File: src/rtl/dma_pkg.sv
// Definitions shared by the descriptor sequencer and the DMA read/write blocks:
// command field widths, packed command layout, default chunk size and FSM states.
package dma_pkg;

   localparam int unsigned DMA_MAX_CHUNK_DEFAULT = 4096;
   localparam int unsigned DMA_BYTES_W           = 16;
   localparam int unsigned DMA_ADDR_W            = 32;
   localparam int unsigned DMA_CMD_W             = DMA_BYTES_W + DMA_ADDR_W;

   typedef logic [DMA_BYTES_W-1:0] dma_bytes_t;
   typedef logic [DMA_ADDR_W-1:0]  dma_addr_t;

   typedef struct packed {
      dma_bytes_t bytes;
      dma_addr_t  addr;
   } dma_cmd_t;

   typedef enum logic [1:0] {
      ST_IDLE,
      ST_CALC,
      ST_ISSUE,
      ST_DONE
   } dma_state_e;

endpackage

File: src/rtl/dma_desc_sequencer_if.sv
// Descriptor handshake plus read/write command FIFO push signals of the sequencer.
interface dma_desc_sequencer_if;
   import dma_pkg::*;

   logic        desc_valid_i;
   logic        desc_ready_o;
   dma_addr_t   desc_src_addr_i;
   dma_addr_t   desc_dst_addr_i;
   logic [31:0] desc_len_i;

   logic        dma_rd_fifo_command_req_o;
   dma_bytes_t  dma_rd_bytes_to_transfer_o;
   dma_addr_t   dma_rd_addr_o;
   logic        dma_rd_fifo_full_i;

   logic        dma_wr_fifo_command_req_o;
   dma_bytes_t  dma_wr_bytes_to_transfer_o;
   dma_addr_t   dma_wr_addr_o;
   logic        dma_wr_fifo_full_i;

   logic        desc_done_o;
   logic        busy_o;

   modport slave (
      input  desc_valid_i, desc_src_addr_i, desc_dst_addr_i, desc_len_i,
      input  dma_rd_fifo_full_i, dma_wr_fifo_full_i,
      output desc_ready_o,
      output dma_rd_fifo_command_req_o, dma_rd_bytes_to_transfer_o, dma_rd_addr_o,
      output dma_wr_fifo_command_req_o, dma_wr_bytes_to_transfer_o, dma_wr_addr_o,
      output desc_done_o, busy_o
   );

   modport master (
      output desc_valid_i, desc_src_addr_i, desc_dst_addr_i, desc_len_i,
      output dma_rd_fifo_full_i, dma_wr_fifo_full_i,
      input  desc_ready_o,
      input  dma_rd_fifo_command_req_o, dma_rd_bytes_to_transfer_o, dma_rd_addr_o,
      input  dma_wr_fifo_command_req_o, dma_wr_bytes_to_transfer_o, dma_wr_addr_o,
      input  desc_done_o, busy_o
   );

endinterface

File: src/rtl/dma_chunk_calc.sv
// Combinational chunk size: bytes left before the next MAX_CHUNK-aligned
// boundary of addr_i, clipped to the remaining length.
module dma_chunk_calc
   import dma_pkg::*;
#(
   parameter int unsigned MAX_CHUNK = DMA_MAX_CHUNK_DEFAULT
) (
   input  dma_addr_t   addr_i,
   input  logic [31:0] remaining_i,
   output dma_bytes_t  chunk_o
);

   localparam logic [31:0] CHUNK_SZ   = 32'(MAX_CHUNK);
   localparam logic [31:0] CHUNK_MASK = 32'(MAX_CHUNK - 1);

   logic [31:0] room;

   always_comb begin
      room    = CHUNK_SZ - (addr_i & CHUNK_MASK);
      chunk_o = (remaining_i < room) ? remaining_i[DMA_BYTES_W-1:0] : room[DMA_BYTES_W-1:0];
   end

endmodule

File: src/rtl/dma_desc_sequencer.sv
// Splits one descriptor at a time into source-boundary-aligned chunks and pushes
// each chunk as a paired read/write command, then pulses descriptor completion.
module dma_desc_sequencer
   import dma_pkg::*;
#(
   parameter int unsigned MAX_CHUNK = DMA_MAX_CHUNK_DEFAULT
) (
   input logic                 clk,
   input logic                 reset,
   dma_desc_sequencer_if.slave bus
);

   dma_state_e  state_q, state_d;
   dma_addr_t   cur_src_q, cur_src_d;
   dma_addr_t   cur_dst_q, cur_dst_d;
   logic [31:0] remaining_q, remaining_d;
   dma_bytes_t  chunk_q, chunk_d;
   dma_bytes_t  chunk_calc;
   logic        issue_ok;
   dma_cmd_t    rd_cmd, wr_cmd;

   dma_chunk_calc #(.MAX_CHUNK(MAX_CHUNK)) u_chunk_calc (
      .addr_i      (cur_src_q),
      .remaining_i (remaining_q),
      .chunk_o     (chunk_calc)
   );

   // Both FIFOs must have room: a command is never pushed to only one side.
   assign issue_ok = (state_q == ST_ISSUE) && !bus.dma_rd_fifo_full_i && !bus.dma_wr_fifo_full_i;

   always_ff @(posedge clk) begin
      if (reset) begin
         state_q     <= ST_IDLE;
         cur_src_q   <= '0;
         cur_dst_q   <= '0;
         remaining_q <= '0;
         chunk_q     <= '0;
      end else begin
         state_q     <= state_d;
         cur_src_q   <= cur_src_d;
         cur_dst_q   <= cur_dst_d;
         remaining_q <= remaining_d;
         chunk_q     <= chunk_d;
      end
   end

   always_comb begin
      state_d     = state_q;
      cur_src_d   = cur_src_q;
      cur_dst_d   = cur_dst_q;
      remaining_d = remaining_q;
      chunk_d     = chunk_q;
      case (state_q)
         ST_IDLE: begin
            if (bus.desc_valid_i) begin
               cur_src_d   = bus.desc_src_addr_i;
               cur_dst_d   = bus.desc_dst_addr_i;
               remaining_d = bus.desc_len_i;
               state_d     = (bus.desc_len_i == '0) ? ST_DONE : ST_CALC;
            end
         end
         ST_CALC: begin
            chunk_d = chunk_calc;
            state_d = ST_ISSUE;
         end
         ST_ISSUE: begin
            if (issue_ok) begin
               cur_src_d   = cur_src_q + 32'(chunk_q);
               cur_dst_d   = cur_dst_q + 32'(chunk_q);
               remaining_d = remaining_q - 32'(chunk_q);
               state_d     = (remaining_q == 32'(chunk_q)) ? ST_DONE : ST_CALC;
            end
         end
         ST_DONE:  state_d = ST_IDLE;
         default:  state_d = ST_IDLE;
      endcase
   end

   always_comb begin
      rd_cmd = '{bytes: chunk_q, addr: cur_src_q};
      wr_cmd = '{bytes: chunk_q, addr: cur_dst_q};
      bus.desc_ready_o               = (state_q == ST_IDLE);
      bus.busy_o                     = (state_q != ST_IDLE);
      bus.desc_done_o                = (state_q == ST_DONE);
      bus.dma_rd_fifo_command_req_o  = issue_ok;
      bus.dma_wr_fifo_command_req_o  = issue_ok;
      bus.dma_rd_bytes_to_transfer_o = rd_cmd.bytes;
      bus.dma_rd_addr_o              = rd_cmd.addr;
      bus.dma_wr_bytes_to_transfer_o = wr_cmd.bytes;
      bus.dma_wr_addr_o              = wr_cmd.addr;
   end

endmodule
File: src/flat_wrapper.sv
// flat-port wrapper written by rule: the top's interface ports become plain ports
module dma_desc_sequencer_flat import dma_pkg::*;
#(
   parameter int unsigned MAX_CHUNK = DMA_MAX_CHUNK_DEFAULT
)
  (clk, reset, bus_desc_valid_i, bus_desc_src_addr_i, bus_desc_dst_addr_i, bus_desc_len_i, bus_dma_rd_fifo_full_i, bus_dma_wr_fifo_full_i, bus_desc_ready_o, bus_dma_rd_fifo_command_req_o, bus_dma_rd_bytes_to_transfer_o, bus_dma_rd_addr_o, bus_dma_wr_fifo_command_req_o, bus_dma_wr_bytes_to_transfer_o, bus_dma_wr_addr_o, bus_desc_done_o, bus_busy_o);
  dma_desc_sequencer_if bus_i ();
  input logic clk;
  input logic reset;
  input wire logic [$bits(bus_i.desc_valid_i)-1:0] bus_desc_valid_i;
  input wire logic [$bits(bus_i.desc_src_addr_i)-1:0] bus_desc_src_addr_i;
  input wire logic [$bits(bus_i.desc_dst_addr_i)-1:0] bus_desc_dst_addr_i;
  input wire logic [$bits(bus_i.desc_len_i)-1:0] bus_desc_len_i;
  input wire logic [$bits(bus_i.dma_rd_fifo_full_i)-1:0] bus_dma_rd_fifo_full_i;
  input wire logic [$bits(bus_i.dma_wr_fifo_full_i)-1:0] bus_dma_wr_fifo_full_i;
  output wire logic [$bits(bus_i.desc_ready_o)-1:0] bus_desc_ready_o;
  output wire logic [$bits(bus_i.dma_rd_fifo_command_req_o)-1:0] bus_dma_rd_fifo_command_req_o;
  output wire logic [$bits(bus_i.dma_rd_bytes_to_transfer_o)-1:0] bus_dma_rd_bytes_to_transfer_o;
  output wire logic [$bits(bus_i.dma_rd_addr_o)-1:0] bus_dma_rd_addr_o;
  output wire logic [$bits(bus_i.dma_wr_fifo_command_req_o)-1:0] bus_dma_wr_fifo_command_req_o;
  output wire logic [$bits(bus_i.dma_wr_bytes_to_transfer_o)-1:0] bus_dma_wr_bytes_to_transfer_o;
  output wire logic [$bits(bus_i.dma_wr_addr_o)-1:0] bus_dma_wr_addr_o;
  output wire logic [$bits(bus_i.desc_done_o)-1:0] bus_desc_done_o;
  output wire logic [$bits(bus_i.busy_o)-1:0] bus_busy_o;
  assign bus_i.desc_valid_i = bus_desc_valid_i;
  assign bus_i.desc_src_addr_i = bus_desc_src_addr_i;
  assign bus_i.desc_dst_addr_i = bus_desc_dst_addr_i;
  assign bus_i.desc_len_i = bus_desc_len_i;
  assign bus_i.dma_rd_fifo_full_i = bus_dma_rd_fifo_full_i;
  assign bus_i.dma_wr_fifo_full_i = bus_dma_wr_fifo_full_i;
  assign bus_desc_ready_o = bus_i.desc_ready_o;
  assign bus_dma_rd_fifo_command_req_o = bus_i.dma_rd_fifo_command_req_o;
  assign bus_dma_rd_bytes_to_transfer_o = bus_i.dma_rd_bytes_to_transfer_o;
  assign bus_dma_rd_addr_o = bus_i.dma_rd_addr_o;
  assign bus_dma_wr_fifo_command_req_o = bus_i.dma_wr_fifo_command_req_o;
  assign bus_dma_wr_bytes_to_transfer_o = bus_i.dma_wr_bytes_to_transfer_o;
  assign bus_dma_wr_addr_o = bus_i.dma_wr_addr_o;
  assign bus_desc_done_o = bus_i.desc_done_o;
  assign bus_busy_o = bus_i.busy_o;
  dma_desc_sequencer #(.MAX_CHUNK(MAX_CHUNK)) u_core (.clk(clk), .reset(reset), .bus(bus_i));
endmodule
File: config.mk
export PLATFORM = sky130hd
export DESIGN_NAME = dma_desc_sequencer_flat
export DESIGN_NICKNAME = d
export VERILOG_FILES = /design/src/rtl/dma_pkg.sv /design/src/rtl/dma_desc_sequencer_if.sv /design/src/rtl/dma_chunk_calc.sv /design/src/rtl/dma_desc_sequencer.sv /design/src/flat_wrapper.sv
export SDC_FILE = /design/constraint.sdc
export NUM_CORES = 1
export LEC_CHECK = 0
export CAP_MARGIN = 20
export CORE_UTILIZATION = 41
export DETAILED_ROUTE_END_ITERATION = 10
export DONT_BUFFER_PORTS = 1
export RECOVER_POWER = 100
export SLEW_MARGIN = 20
export SYNTH_ARGS = -nofsm -noshare
export SYNTH_HDL_FRONTEND = slang
export SYNTH_SLANG_ARGS = --single-unit
File: constraint.sdc
create_clock -name clk -period 9.7 [get_ports clk]
set_input_delay 0 -clock clk [delete_from_list [all_inputs] [get_ports clk]]
set_output_delay 0 -clock clk [all_outputs]
set_load 0.01 [all_outputs]
Yosys cells after proc, flatten, opt, wreduce, memory -nomap -nowiden --
Index checks and enable logic that the tools add are counted. W data, S select, Z words.
Storage, ports and cells: register bits after elaboration 114
Cells by class: add/subtract/negate cells 4, $lt $le $gt $ge 1, eq/ne operators 6, mux-type cells 15, reductions and logical operators 10
Operators by type and width (number):
- $mux W32 | 6
- $pmux W32 S2 | 3
- $add A32 B16 Y32 | 2
- $eq A32 B16 Y1 | 1
- $logic_not A32 Y1 | 1
- $lt A32 B32 Y1 | 1
- $sub A32 B16 Y32 | 1
- $mux W16 | 1
- $sub A13 B12 Y14 const A | 1
- $mux W2 | 4
- $pmux W2 S4 | 1
- $eq A2 B2 Y1 const B | 2
- $ne A2 B2 Y1 const B | 2
- $reduce_bool A2 Y1 | 2
- $reduce_and A3 Y1 | 1
- $eq A2 B1 Y1 const B | 1
- $logic_and A1 B1 Y1 | 2
- $logic_not A1 Y1 | 2
- $logic_not A2 Y1 | 1
- $reduce_and A2 Y1 | 1

Longest topological paths before layout --
depth after elaboration 5, gate-level depth with buffers 16, gate-level depth less buffers 15

By module --
From an unflattened synthesis, not the netlist that was laid out.
Second synthesis, totals: cell total of the unflattened synthesis 1197, area, all modules 9091.2 µm²
By module, submodules not included:
- dma_desc_sequencer | instances 1, cells an instance 1096, area an instance 8369.3 µm², sequential area each 2282.2 µm²
- dma_chunk_calc | instances 1, cells an instance 101, area an instance 721.9 µm², sequential area each 0.0 µm²

Least setup slack after synthesis --
OpenSTA, ideal clock, no wires.
path type reg2reg, from register u_core.cur_src_q[1] (netlist: u_core.bus.dma_rd_addr_o[1]), to register u_core.chunk_q[0] (netlist: u_core.bus.dma_rd_bytes_to_transfer_o[0]), setup time 86 ps, arrival time 3165 ps, data required time 9614 ps, setup slack 6449 ps, stages on the path, launching flop included 13, path buffers 1, clock period less this slack 3251 ps, cell sequence dfxtp_1 > inv_1 > ha_1 > nand2_1 > or3_1 > or4_1 > ha_1 > or4_1 > a211o_1 > a21oi_2 > buf_2 > o21ai_0 > a211oi_1
Between the ends: longest elaborated chain between the ends 3
RTL lines:
- start: declaration | line dma_desc_sequencer.sv:14 | dma_addr_t cur_src_q, cur_src_d;
- start signal: assignment | line dma_desc_sequencer.sv:40 | cur_src_q <= cur_src_d;
- $sub A13 B12 Y14 | line dma_chunk_calc.sv:19 | room = CHUNK_SZ - (addr_i & CHUNK_MASK);
- $lt A32 B32 Y1 | line dma_chunk_calc.sv:20 | chunk_o = (remaining_i < room) ? remaining_i[DMA_BYTES_W-1:0] : room[DMA_BYTES_W-1:0];
- $mux W16 | line dma_chunk_calc.sv:20
- end signal: assignment | line dma_desc_sequencer.sv:43 | chunk_q <= chunk_d;
- end: declaration | line dma_desc_sequencer.sv:17 | dma_bytes_t chunk_q, chunk_d;
Every way passes these cells. A chain may end at the register's enable or synchronous reset.

Final worst setup path --
from register u_core.state_q[1], to register u_core.cur_src_q[21] (netlist: u_core.bus.dma_rd_addr_o[21])
Between the ends: longest elaborated chain between the ends 5, elaborated cells between the ends (all ways) 9, those cells by class eq/ne: 3; mux: 1; reduce/logical: 5
RTL lines:
- start: declaration | line dma_desc_sequencer.sv:13 | dma_state_e state_q, state_d;
- start signal: assignment | line dma_desc_sequencer.sv:39 | state_q <= state_d;
- $eq A2 B2 Y1 | line dma_desc_sequencer.sv:29, dma_desc_sequencer.sv:53
- $logic_and A1 B1 Y1 (2 in series) | line dma_desc_sequencer.sv:29 | assign issue_ok = (state_q == ST_ISSUE) && !bus.dma_rd_fifo_full_i && !bus.dma_wr_fifo_full_i;
- $ne A2 B2 Y1 (no line)
- $reduce_and A3 Y1 (no line)
Several ways; a longest one is shown, not always the timed one.

==> results.yml <==
routing:
  ant_nets: 0
  initial_drt_markers: 685
  routed_via_density: 6.14
  wl_final_mm: 31.6
  vias: 9482
  wl_per_cell_um: 20.5
  dr.pass1.iters: 6
  number_of_drc_violations_after_detailed_routing: 0
floorplan:
  floorplan.die.height_um: 150
  floorplan.die_area_um2: 22600
  rows: 53
  ioPinCount: 202
  start_util_pct: 42.3
  core_area_um2: 21300
  die_width_um: 150
pwr:
  vdd.ir_drop.worst_mv: 0.110
  seq_pwr_share_pct: 32.6
  power.share.combinational_pct: 28.5
  internal_power_contribution_w: 0.00120
  switchingPower_w: 0.000627
  power.share.clock_pct: 38.9
  powerDensity_nw_per_um2: 171
  static_leakage_nw: 4.02
  power_switching_share_pct: 34.3
layout:
  syn2layout_area_growth_pct: 18.2
  drive_above_1_share_pct: 4.10
  finalCoreUtilization_pct: 50.1
  number_of_nets_in_the_final_layout: 1420
flow_run:
  max-cap-violations: 8
setup_path:
  setup.reg_to_reg.worst_slack_ns: 3.93
  path_class: "flop to flop"
  worst-path-max-fanout: 68
  cpPeakStageDelay_ns: 2.42
  cpLargestDelayFamily: "buffers and inverters"
  timing.critical_path.slowest_stage_cell: "clkbuf_1"
  worst_setup_path_start_kind: "flop"
  crit_path_cell_trace: "mux2i_1, nor2_4, clkbuf_1, clkbuf_1, and3_1, a21oi_1, o22ai_1, dlygate4sd3_1"
  critical_path.most_common_cell: "clkbuf_1"
  endpoint_required_time_on_the_critical_path_ns: 10.06
  critical_path.endpoint_type: "flop"
  signal_arrival_time_at_the_worst_endpoint_ns: 6.13
  path_buf_inv: 3
yosys:
  synth_sequential_area_ratio_pct: 25.3
  yosysTopAreaCell: "dfxtp_1"
  netlist_top_cells_count: "nor2_1 (132), nand2_1 (117), dfxtp_1 (114), a21oi_1 (92), o21ai_0 (78)"
  ys.warnings.count: 0
  synth.most_common_cell: "nor2_1"
  synthCells: 1218
  dominant_synthesized_flop_cell: "dfxtp_1"
  synth.cell_area_um2: 9010
  postSynthAreaPerCell_um2: 7.40
  netlist.area_leader.share_pct: 25.3
  seq_cells_post_synth: 114
  asyncSetResetFlopFracSynth_pct: 0
  synth_cell_types: 81
  postSynthNetCount: 1383
  yosys-top-cells-area: "dfxtp_1 (25%), ha_1 (8.5%), nor2_1 (5.5%), a21oi_1 (5.1%), nand2_1 (4.9%)"
  synth_edf_count: 0
clock_tree:
  cts.path.max_buffers: 2
  clock_sink_count: 114
  tritoncts: "built"
  clk_pin_slew_ns: 0.06
  ctsRootBufferMaster: "clkbuf_16"
  cts.repair.resized: 0
  worst_skew_pair.late_latency_ns: 0.43
  htreeDepth: 4
  post-cts-setup-buffers: 0
  numCtsBuffers: 17
  hold_buf_cts: 102
sta:
  number_of_hold_violations_in_the_final_report: 2
  setup_viol: 0
  min_period_over_period_pct: 59.5
  rsz0062_at_grt: "false"
  final_period_minus_worst_setup_slack_ns: 5.77
  worst-slew-pin-transition_ns: 3.30
  pins_over_slew_limit: 331
  hold_slack_ns: -0.0129
  timing.fmax_ghz: 0.173
  timing.slew.headroom_pct: -120
  setup-tns-final_ns: 0
  finalClockSkew_ns: 0.0178
status:
  violations: "negative hold slack, max-capacitance violations, max-slew violations"
  outcome: "finished with violations"
grt:
  grt_pass1_vias: 8714
  grt_antenna_before_repair: 0
  grtUsageTotal_pct: 27.8
  grt_pass1_wl_mm: 48.5
  grt_overflow: 0
  maximum_number_of_pins_on_one_net_before_global_route_repair: 119
place:
  detailedPlacementHpwl_mm: 21.9
  routabilityCongestion: 0.934
  port_buffers: 0
hold_path:
  worstHoldPathType: "input port to flop"
[power groups by stage]
stage          Sequential (W)  Combinational [W]  Clock (W)
3_3_place_gp         0.000605           0.000460          0
4_1_cts              0.000596           0.000512   0.000718
6_report             0.000595           0.000520   0.000710
3_5_place_dp         0.000606           0.000463          0
2_1_floorplan        0.000573           0.000391          0
5_1_grt              0.000604           0.000576   0.000739
[routing by layer]
metal  up-vias  share of wire [%]  track usage, %
li1       4607                  -               -
met1      4441                 44            36.0
met2       392                 45            43.8
met3        42                8.9            8.06
met4         0                2.1            9.34
met5         -                  0               0
[final timing paths]
| path | start | depth (start not counted) | endpoint |
|---|---|---|---|
| hold reg to reg | u_core.remaining_q[30] | 2 | u_core.remaining_q[30] |
| hold / removal | reset | 2 | u_core.remaining_q[18] |
| setup / recovery | u_core.state_q[1] | 8 | u_core.bus.dma_rd_addr_o[21] |
| setup reg to reg | u_core.state_q[1] | 8 | u_core.bus.dma_rd_addr_o[21] |
[layout make-up]
cell class | count | area, µm²
Antenna cell | 2 | 5.00
Clock buffer | 21 | 460
Clock inverter | 10 | 181
Fill cell | 2095 | 10600
Inverter | 35 | 131
Multi-Input combinational cell | 978 | 6180
Sequential cell | 114 | 2280
Tap cell | 275 | 344
Timing Repair Buffer | 109 | 1070
[worst reg2reg max path, stage by stage (launching register included)]
cell and delay [ns]:
dfxtp_1 0.44, mux2i_1 0.19, nor2_4 0.15, clkbuf_1 1.25, clkbuf_1 2.42, and3_1 0.40
a21oi_1 0.05, o22ai_1 0.23, dlygate4sd3_1 0.57
[state kept, by name, indices dropped and copies added, names as in the netlist]
signal / cells
u_core.remaining_q: 32
u_core.state_q: 2
u_core.bus.dma_rd_bytes_to_transfer_o: 16
u_core.bus.dma_wr_addr_o: 32
u_core.bus.dma_rd_addr_o: 32
[cell families after synthesis]
logic type / Yosys count / synth area share, %
AO/OA/AOI/OAI: 395 / 29.2
XOR/XNOR: 39 / 3.79
AND/OR/NAND/NOR: 471 / 25.4
multiplexers: 9 / 1.00
flip-flops: 114 / 25.3
buffers and inverters: 126 / 6.08
adder cells (fa/ha/maj): 64 / 9.14
[layout by cell type (no fill, tap or decap), types with 7 or more instances in the layout]
cell type      count
a21oi_1           93
or4_1             10
nor4_1            27
nand2_1          117
o311ai_0           9
o21ai_0           79
xor2_1            15
nand3_1           44
a22oi_1           10
o22ai_1           13
a21o_1            23
o211ai_1          16
nand2b_1          20
a311oi_1          15
xnor2_1           24
nor2b_1            9
nand4_1           18
dfxtp_1          114
ha_1              61
nor3_1            35
nor2_1           131
or3_1             16
a31oi_1           28
clkbuf_1           7
a211oi_1          54
mux2i_1            9
and3_1            13
o21a_1             8
inv_1             35
clkbuf_16         17
dlygate4sd3_1    101
[per-stage QoR]
step	hold slack [ns]	cell area [µm²]	worst slack, ns	total power, W	instances
after floorplan	0.159	9010	6.45	0.000964	1218
after global placement	0.0826	9010	5.84	0.00106	1409
after detailed placement	0.0846	9010	5.75	0.00107	1409
after CTS	0.0194	10700	5.68	0.00182	1542
after global routing	0.0380	10600	3.54	0.00192	1542
final	-0.0129	10700	3.93	0.00183	1544
Note: power is estimated with default switching activity, not from simulation.
